===== src/rtl/error_sweep_reporter_pkg.sv =====
// Shared types and framing constants for the sweep error reporter.
// The frame is a marker byte, a tagged frequency byte and tagged 6-bit total chunks.
package err_report_pkg;

  typedef enum logic [2:0] {
    ST_IDLE,
    ST_SETTLE,
    ST_COUNT,
    ST_SEND,
    ST_DONE
  } state_t;

  localparam logic [7:0] MARKER_BYTE = 8'h00;
  localparam logic       FREQ_TAG    = 1'b1;
  localparam logic [1:0] CHUNK_TAG   = 2'b01;
  localparam int         CHUNK_W     = 6;

  function automatic int num_chunks(input int cnt_w);
    return (cnt_w + CHUNK_W - 1) / CHUNK_W;
  endfunction

endpackage


===== src/rtl/error_sweep_reporter_sat_counter.sv =====
// Per-channel saturating event counter with synchronous clear.
// Once it reaches all-ones it holds there until cleared.
module sat_counter #(
  parameter int CNT_W = 16
) (
  input  logic             CLOCK_50,
  input  logic             reset_counter,
  input  logic             clear,
  input  logic             enable,
  input  logic             inc,
  output logic [CNT_W-1:0] count,
  output logic             saturated
);

  localparam logic [CNT_W-1:0] CNT_MAX = '1;

  always_ff @(posedge CLOCK_50 or posedge reset_counter) begin
    if (reset_counter) begin
      count <= '0;
    end else if (clear) begin
      count <= '0;
    end else if (enable && inc && (count != CNT_MAX)) begin
      count <= count + 1'b1;
    end
  end

  assign saturated = (count == CNT_MAX);

endmodule


===== src/rtl/error_sweep_reporter.sv =====
// Settle / count / report engine for one step of the RAM frequency sweep.
// Counts per-channel error pulses over a window and streams a framed result to the UART.
module error_sweep_reporter
  import err_report_pkg::*;
#(
  parameter int NUM_CH = 2,
  parameter int CNT_W  = 16,
  parameter int WINDOW = 16384,
  parameter int SETTLE = 2048
) (
  input  logic              CLOCK_50,
  input  logic              reset_counter,
  input  logic              start,
  input  logic [8:0]        freq,
  input  logic [NUM_CH-1:0] error,
  input  logic              tx_ready,
  output logic [7:0]        tx_data,
  output logic              tx_valid,
  output logic              busy,
  output logic              done,
  output logic [CNT_W-1:0]  total,
  output logic              sat
);

  localparam int NC     = num_chunks(CNT_W);
  localparam int NB     = 2 + NC;
  localparam int PAD_W  = NC * CHUNK_W;
  localparam int SUM_W  = CNT_W + $clog2(NUM_CH);
  localparam int MAXC   = (WINDOW > SETTLE) ? WINDOW : SETTLE;
  localparam int CYC_W  = $clog2(MAXC + 1);
  localparam int IDX_W  = 3;
  localparam logic [CNT_W-1:0] CNT_MAX = '1;

  state_t           state_reg;
  logic [CYC_W-1:0] cyc_reg;
  logic [8:0]       freq_q;
  logic [IDX_W-1:0] byte_idx_reg;
  logic             sum_pend_reg;

  logic             start_acc;
  logic             count_en;
  logic [CNT_W-1:0] ch_count [NUM_CH];
  logic [NUM_CH-1:0] ch_sat;
  logic [SUM_W-1:0] sum_all;
  logic [CNT_W-1:0] total_next;
  logic             total_ovf;
  logic [PAD_W-1:0] total_pad;
  logic [CHUNK_W-1:0] chunk;
  logic [7:0]       next_byte;
  logic             unused_freq_bits;

  assign start_acc = (state_reg == ST_IDLE) && start;
  assign count_en  = (state_reg == ST_COUNT);
  // Only the low seven frequency bits fit in the tagged frequency byte.
  assign unused_freq_bits = ^freq_q[8:7];

  for (genvar gi = 0; gi < NUM_CH; gi++) begin : g_ch
    sat_counter #(.CNT_W(CNT_W)) u_cnt (
      .CLOCK_50      (CLOCK_50),
      .reset_counter (reset_counter),
      .clear         (start_acc),
      .enable        (count_en),
      .inc           (error[gi]),
      .count         (ch_count[gi]),
      .saturated     (ch_sat[gi])
    );
  end

  // Sum is wide enough for NUM_CH full counters; clamp back to CNT_W.
  always_comb begin
    sum_all = '0;
    for (int i = 0; i < NUM_CH; i++) begin
      sum_all = sum_all + SUM_W'(ch_count[i]);
    end
    total_ovf  = (sum_all > SUM_W'(CNT_MAX));
    total_next = total_ovf ? CNT_MAX : sum_all[CNT_W-1:0];
  end

  assign total_pad = PAD_W'(total);

  always_comb begin
    chunk = '0;
    for (int k = 0; k < NC; k++) begin
      if (byte_idx_reg == IDX_W'(k + 2)) chunk = total_pad[k*CHUNK_W +: CHUNK_W];
    end
    case (byte_idx_reg)
      IDX_W'(0): next_byte = MARKER_BYTE;
      IDX_W'(1): next_byte = {FREQ_TAG, freq_q[6:0]};
      default:   next_byte = {CHUNK_TAG, chunk};
    endcase
  end

  always_ff @(posedge CLOCK_50 or posedge reset_counter) begin
    if (reset_counter) begin
      state_reg    <= ST_IDLE;
      cyc_reg      <= '0;
      freq_q       <= '0;
      byte_idx_reg <= '0;
      sum_pend_reg <= 1'b0;
      tx_data      <= '0;
      tx_valid     <= 1'b0;
      busy         <= 1'b0;
      done         <= 1'b0;
      total        <= '0;
      sat          <= 1'b0;
    end else begin
      done <= 1'b0;
      if (|ch_sat) sat <= 1'b1;
      case (state_reg)
        ST_IDLE: begin
          if (start) begin
            freq_q    <= freq;
            total     <= '0;
            sat       <= 1'b0;
            cyc_reg   <= '0;
            busy      <= 1'b1;
            state_reg <= (SETTLE == 0) ? ST_COUNT : ST_SETTLE;
          end
        end
        ST_SETTLE: begin
          if (cyc_reg == CYC_W'(SETTLE - 1)) begin
            cyc_reg   <= '0;
            state_reg <= ST_COUNT;
          end else begin
            cyc_reg <= cyc_reg + 1'b1;
          end
        end
        ST_COUNT: begin
          if (cyc_reg == CYC_W'(WINDOW - 1)) begin
            cyc_reg      <= '0;
            byte_idx_reg <= '0;
            sum_pend_reg <= 1'b1;
            state_reg    <= ST_SEND;
          end else begin
            cyc_reg <= cyc_reg + 1'b1;
          end
        end
        ST_SEND: begin
          // First SEND cycle lets the last window cycle land in the counters before summing.
          if (sum_pend_reg) begin
            total        <= total_next;
            if (total_ovf) sat <= 1'b1;
            sum_pend_reg <= 1'b0;
          end else if (tx_valid) begin
            if (tx_ready) begin
              tx_valid <= 1'b0;
              if (byte_idx_reg == IDX_W'(NB - 1)) begin
                done      <= 1'b1;
                state_reg <= ST_DONE;
              end else begin
                byte_idx_reg <= byte_idx_reg + 1'b1;
              end
            end
          end else begin
            tx_data  <= next_byte;
            tx_valid <= 1'b1;
          end
        end
        ST_DONE: begin
          busy      <= 1'b0;
          state_reg <= ST_IDLE;
        end
        default: state_reg <= ST_IDLE;
      endcase
    end
  end

endmodule


===== config.mk =====
export PLATFORM = sky130hd
export DESIGN_NAME = error_sweep_reporter
export DESIGN_NICKNAME = d
export VERILOG_FILES = /design/src/rtl/error_sweep_reporter_pkg.sv /design/src/rtl/error_sweep_reporter_sat_counter.sv /design/src/rtl/error_sweep_reporter.sv
export SDC_FILE = /design/constraint.sdc
export NUM_CORES = 1
export LEC_CHECK = 0
export ABC_AREA = 1
export CAP_MARGIN = 30
export CORE_MARGIN = 8
export CORE_UTILIZATION = 35
export DETAILED_ROUTE_END_ITERATION = 8
export HOLD_SLACK_MARGIN = 0.15
export PLACE_DENSITY = 0.61
export REMOVE_ABC_BUFFERS = 1
export SYNTH_ARGS = -nofsm -noshare
export SYNTH_HDL_FRONTEND = slang
export SYNTH_HIERARCHICAL = 1
export SYNTH_SLANG_ARGS = --single-unit

===== constraint.sdc =====
create_clock -name CLOCK_50 -period 5.8 [get_ports CLOCK_50]
set_input_delay 1.45 -clock CLOCK_50 [delete_from_list [all_inputs] [get_ports CLOCK_50]]
set_output_delay 1.45 -clock CLOCK_50 [all_outputs]
set_load 0.005 [all_outputs]

**After elaboration in Yosys (flattened, before gate mapping)**

Index checks and enable logic that the tools add are counted.

- Add/sub/neg operators: 5
- Multipliers: 0
- Divide/modulo/power cells: 0
- Magnitude comparators: 1
- Eq/ne operators: 23
- Shifts and indexed selects: 0
- Multiplexer cells: 46
- Bitwise logic cells: 2
- Reductions and logical operators: 23

Operator list:

| kind | count |
|---|---|
| $mux 16 | 7 |
| $mux 15 | 3 |
| $pmux 15 s3 | 1 |
| $mux 3 | 12 |
| $add 16x1->16 const B | 2 |
| $eq 16x16->1 const B | 2 |
| $ne 16x16->1 const B | 2 |
| $pmux 16 s2 | 1 |
| $mux 6 | 3 |
| $ne 2x2->1 const B | 9 |
| $add 16x16->17 | 1 |
| $gt 17x16->1 const B | 1 |
| $pmux 8 s2 | 1 |
| $add 15x1->15 const B | 1 |
| $eq 15x11->1 const B | 1 |
| $eq 15x14->1 const B | 1 |
| $mux 1 | 13 |
| $eq 3x2->1 const B | 4 |
| $pmux 3 s4 | 1 |
| $reduce_and 2->1 | 5 |
| $reduce_bool 2->1 | 5 |
| $reduce_and 7->1 | 1 |
| $eq 3x1->1 const B | 2 |
| $eq 3x3->1 const B | 2 |
| 10 further kinds | 19 |

- Flip-flop bits (word level): 89
- Bits in latches: 0
- RAM bits: 0
- ROM bits: 0
- Bits of input ports: 15
- Logic and storage cells: 113
- Memories kept: 0

**Depth between registers and ports, before layout**

- Word-level depth: 6
- Gate-level depth with buffers: 12

**Hierarchy**

Netlist, hierarchy kept.

By module, submodules not included:

| module | times used | cells an instance | area each (µm²) | seq. area each (µm²) |
|---|---|---|---|---|
| error_sweep_reporter | 1 | 578 | 4,032.6 | 1,426.4 |
| sat_counter | 2 | 144 | 1,037.2 | 400.4 |

**Worst setup path after synthesis**

OpenSTA, ideal clock, no wires.

- Path type: input -> register
- Start point: input port start
- End point: register g_ch[0].u_cnt.count[10]
- Setup time: 119 ps
- Arrival time: 2,487 ps
- Required time: 5,681 ps
- Path slack: 3,194 ps
- Stages: 7
- Path buffers: 2
- Cells stage by stage: inv_1 nor2_4 buf_2 inv_1 clkbuf_1 nand4_1 nand2_1

- Cells in the longest elaborated chain, start to end: 2
- Elaborated cells on any way between the ends: 3
- Those cells by class: mux (1); reduce/logical (2)

Ends and longest elaborated chain:

| what | line | text |
|---|---|---|
| start, declared | error_sweep_reporter.sv:13 | `input logic start,` |
| $logic_and 1x1->1 * | error_sweep_reporter.sv:52 | `assign start_acc = (state_reg == ST_IDLE) && start;` |
| named net start_acc | error_sweep_reporter.sv:40 | `logic start_acc;` |
| $mux 16 / $reduce_bool 2->1 (equally long branches) | n/a |  |
| end signal, assigned | error_sweep_reporter_sat_counter.sv:23 | `count <= count + 1'b1;` |
| end, declared | error_sweep_reporter_sat_counter.sv:11 | `output logic [CNT_W-1:0] count,` |

Mark *: on every way through the listed nets, which the timed path passes. The rest lies on a longest branch.
A chain may end at the register's enable or synchronous reset.

**Worst setup path in the final report**

- Start point: input port start
- End point: register g_ch[0].u_cnt.count[15]

- Cells in the longest elaborated chain, start to end: 2
- Elaborated cells on any way between the ends: 3
- Those cells by class: mux (1); reduce/logical (2)

Ends and longest elaborated chain:

| what | line |
|---|---|
| $logic_and 1x1->1 * | error_sweep_reporter.sv:52 |
| $mux 16 / $reduce_bool 2->1 (equally long branches) | n/a |

Mark *: on every way between the ends. The rest lies on a longest branch, timed or not.

==> results.txt <==
----------------------------------------------------
[Synth]
  Register bit total from synthesis ... 89
  Post-synth EDFFs ... 0
  Primary flip-flop cell chosen by synthesis mapping ... dfrtp_1
  Distinct cells, synth ... 41
  Warning count from the yosys run ... 6
  Most frequent cell after synthesis ... nand2_1
  Asr flop ratio synth ... 100%
  Avg Inst Size Synth ... 7.05 um^2
  Library cell occupying the most area in the post-synthesis netlist ... dfrtp_1
  Portion of synthesized cell area occupied by the leading cell type ... 36.5%
  Fraction of the yosys area taken by sequential cells ... 36.5%
  Leading post-synthesis cells by cell area ... dfrtp_1, nand2_1, inv_1
  Number of instances in the synthesized netlist ... 866
  Most instantiated cells after synthesis ... nand2_1, inv_1, dfrtp_1
  Post-Syn Area ... 6110 um^2

[Setup path]
  Critical path's top delay family ... simple AND/OR/NAND/NOR gates
  Worst path max stage delay ... 670 ps
  Largest fanout of any net on the critical path ... 19
  Total buffers and inverters traversed by the critical path ... 3
  Master of the slowest instance on the critical path ... nor2_4
  Kind of capture point of the worst setup path ... flop
  Critical Setup Path Class ... primary input to flop
  Data required time at the worst endpoint ... 6030 ps
  Critical Path AT ... 3350 ps
  Critical path launch point type ... primary input
  Critical path cell sequence ... clkdlybuf4s50_1 > inv_1 > nor2_4 > inv_1 > nand4_1 > nand2_1
  Most prevalent standard cell on the critical path ... inv_1

[Power]
  Combinational share of power ... 32.0%
  Leak pwr ... 3.66 nW
  Net switching power ... 794 uW
  Switching Fraction ... 38.5%
  Worst vdd rail ir drop ... 0.149 mV
  Clock share of power ... 29.4%
  Sequential share of power ... 38.7%
  Power density over cell area ... 293 nW/um^2
  Int Pwr ... 1.27 mW
  Overall power ... 2.06 mW

[Run status]
  Outcome ... finished, final reports clean

[Layout]
  Count of inserted antenna diode cells ... 0
  Fraction of layout instances using a drive strength above 1 ... 7.12%
  Number of flip-flops under the largest register name ... 32
  Total of fill cells in the finished design ... 1807
  Area occupied by multi-input gates ... 3390 um^2
  Sequential cell area ... 2230 um^2
  Final-stage net count ... 948
  Syn-to-layout area delta ... 15.3%

[Route]
  1st-pass router iterations ... 5
  Average detailed-routed wire length per instance ... 13.0 um
  Final wirelength ... 14.7 mm
  Initial detailed-routing violation count ... 335
  Number of vias after detailed routing ... 5381
  Final routed DRC violation total ... 0
  Via density per instance ... 4.73
  Antenna Nets Post-Route ... 0

[Floorplanning]
  Initial Util ... 35.6%
  Core area ... 17200 um^2
  Core Rows ... 48
  Die outline width ... 148 um
  Overall die height ... 148 um
  Die Area ... 21900 um^2
  IO Count ... 43

[Clocking]
  Number of clock sinks seen by CTS ... 89
  Number of buffers added to fix hold violations after cts ... 0
  Clock latency reported for the late side of the worst-skew pair ... 350 ps
  Number of buffers inserted by post-CTS setup repair ... 0
  CTS buffer count ... 9
  Master cell of the clock root buffer ... clkbuf_16
  CTS-repair resized insts ... 0
  CTS tree ... done
  Clk pin slew, worst setup/hold paths ... 70 ps
  Deepest clock path buffer count ... 2
  CTS HTree Levels ... 3

[Job]
  Max-capacitance violation count ... 0

[GRT]
  Initial antenna violation count ... 0
  Pin count of the biggest net entering global routing ... 58
  Wire length of the first global-routing pass ... 24.8 mm
  Via count of the first global-routing pass ... 4927
  Total global routing overflow ... 0
  All-Layer GR Usage ... 13.8%

[Hold path]
  Class of the worst hold path ... flop to flop

[Timing]
  Tmin final ... 3110 ps
  Share of the clock period used by the worst path after layout ... 53.7%
  Worst relative slew slack ... 43.6%
  Final number of max-transition violations ... 0
  Peak Freq ... 0.321 GHz
  Final number of setup-violating endpoints ... 0
  Transition time of the tightest slew-check pin ... 843 ps
  Setup TNS Final ... 0 ps
  Worst clock skew on the final layout ... 11.4 ps
  Unrepaired setup endpoints after global routing ... false
  Fin. Hold Viols ... 0

[Place]
  DP HPWL ... 11.3 mm
  Final weighted congestion in routability-driven placement ... 0.864
  Quantity of I/O buffers inserted on ports ... 40

----------------------------------------------------
-- kinds of logic after synthesis --
group                      count (synthesis)  share of synthesized area [%]
muxes                                      1                          0.184
DFF                                       89                           36.5
and+or+nand+nor                          538                           40.3
buffers and inverters                    122                           7.97
adders and majority gates                 25                           5.24
AOI/OAI and AO/OA                         70                           6.84
xor gates and xnor gates                  21                           3.01
-- placed cells by master, fill, tap and decap left out, drive strengths merged --
cell / count
buf: 1
a21oi: 19
fa: 1
clkinv: 1
o21bai: 2
clkinvlp: 1
ha: 24
nand2: 331
dfrtp: 89
xnor2: 3
nand3b: 2
clkbuf: 9
xor2: 18
inv: 116
o21ai: 33
and2: 3
o2111ai: 4
and3: 1
bufinv: 1
o221ai: 1
nand3: 72
clkdlybuf4s50: 40
mux2: 1
a31oi: 1
nand4: 26
nor3: 18
or2: 4
nor2: 81
o211ai: 7
o22ai: 1
a21o: 2
-- metal layers --
layer	GRT usage [%]	part of all wire (%)
met3	2.40	3.8
met4	3.52	0.94
met1	18.5	49
met2	22.6	46
met5	0	0
-- metrics by stage --
stage	utilization [%]	worst slack [ps]	hold slack, ps	std cells	area [um^2]
final	41.0	2690	471	1138	7040
after global routing	41.0	2570	483	1138	7040
after CTS	41.0	2680	476	1138	7040
after detailed placement	39.2	2310	462	1122	6730
after global placement	39.2	2300	454	1122	6730
after floorplan	-	2950	442	856	6040
-- worst min-delay path, stage by stage (launching register included) --
cell and delay [ps]:
dfrtp_1 340, nand2_1 50, nand2_1 50
-- power groups by stage --
stage          combinational [mW]  clock, mW  sequential, mW
6_report                    0.660      0.606           0.797
5_1_grt                     0.748      0.647           0.812
4_1_cts                     0.669      0.624           0.798
3_5_place_dp                0.664          0           0.809
3_3_place_gp                0.663          0           0.807
2_1_floorplan               0.473          0           0.790
-- cell type report --
class,instances,area share [%]
clock buffers,9,3.20
clock inverters,7,1.19
inverters,112,5.97
multi-input cells,655,48.2
flip-flops and latches,89,31.6
well taps,225,4.00
repair buffers,41,5.79
-- final timing paths --
kind / from / slack (ps) / to / depth (start not counted)
worst min-delay path: freq_q[1] / 470 / freq_q[1] / 2
worst max-delay path: start / 2690 / g_ch[0].u_cnt/count[15] / 6
worst min register to register: freq_q[1] / 470 / freq_q[1] / 2
min in group asynchronous: reset_counter / 1660 / g_ch[1].u_cnt/count[3] / 2
worst max register to register: g_ch[0].u_cnt/count[0] / 3520 / total[11] / 12
max in group asynchronous: reset_counter / 3550 / cyc_reg[10] / 3
(Power assumes the default switching activity.)
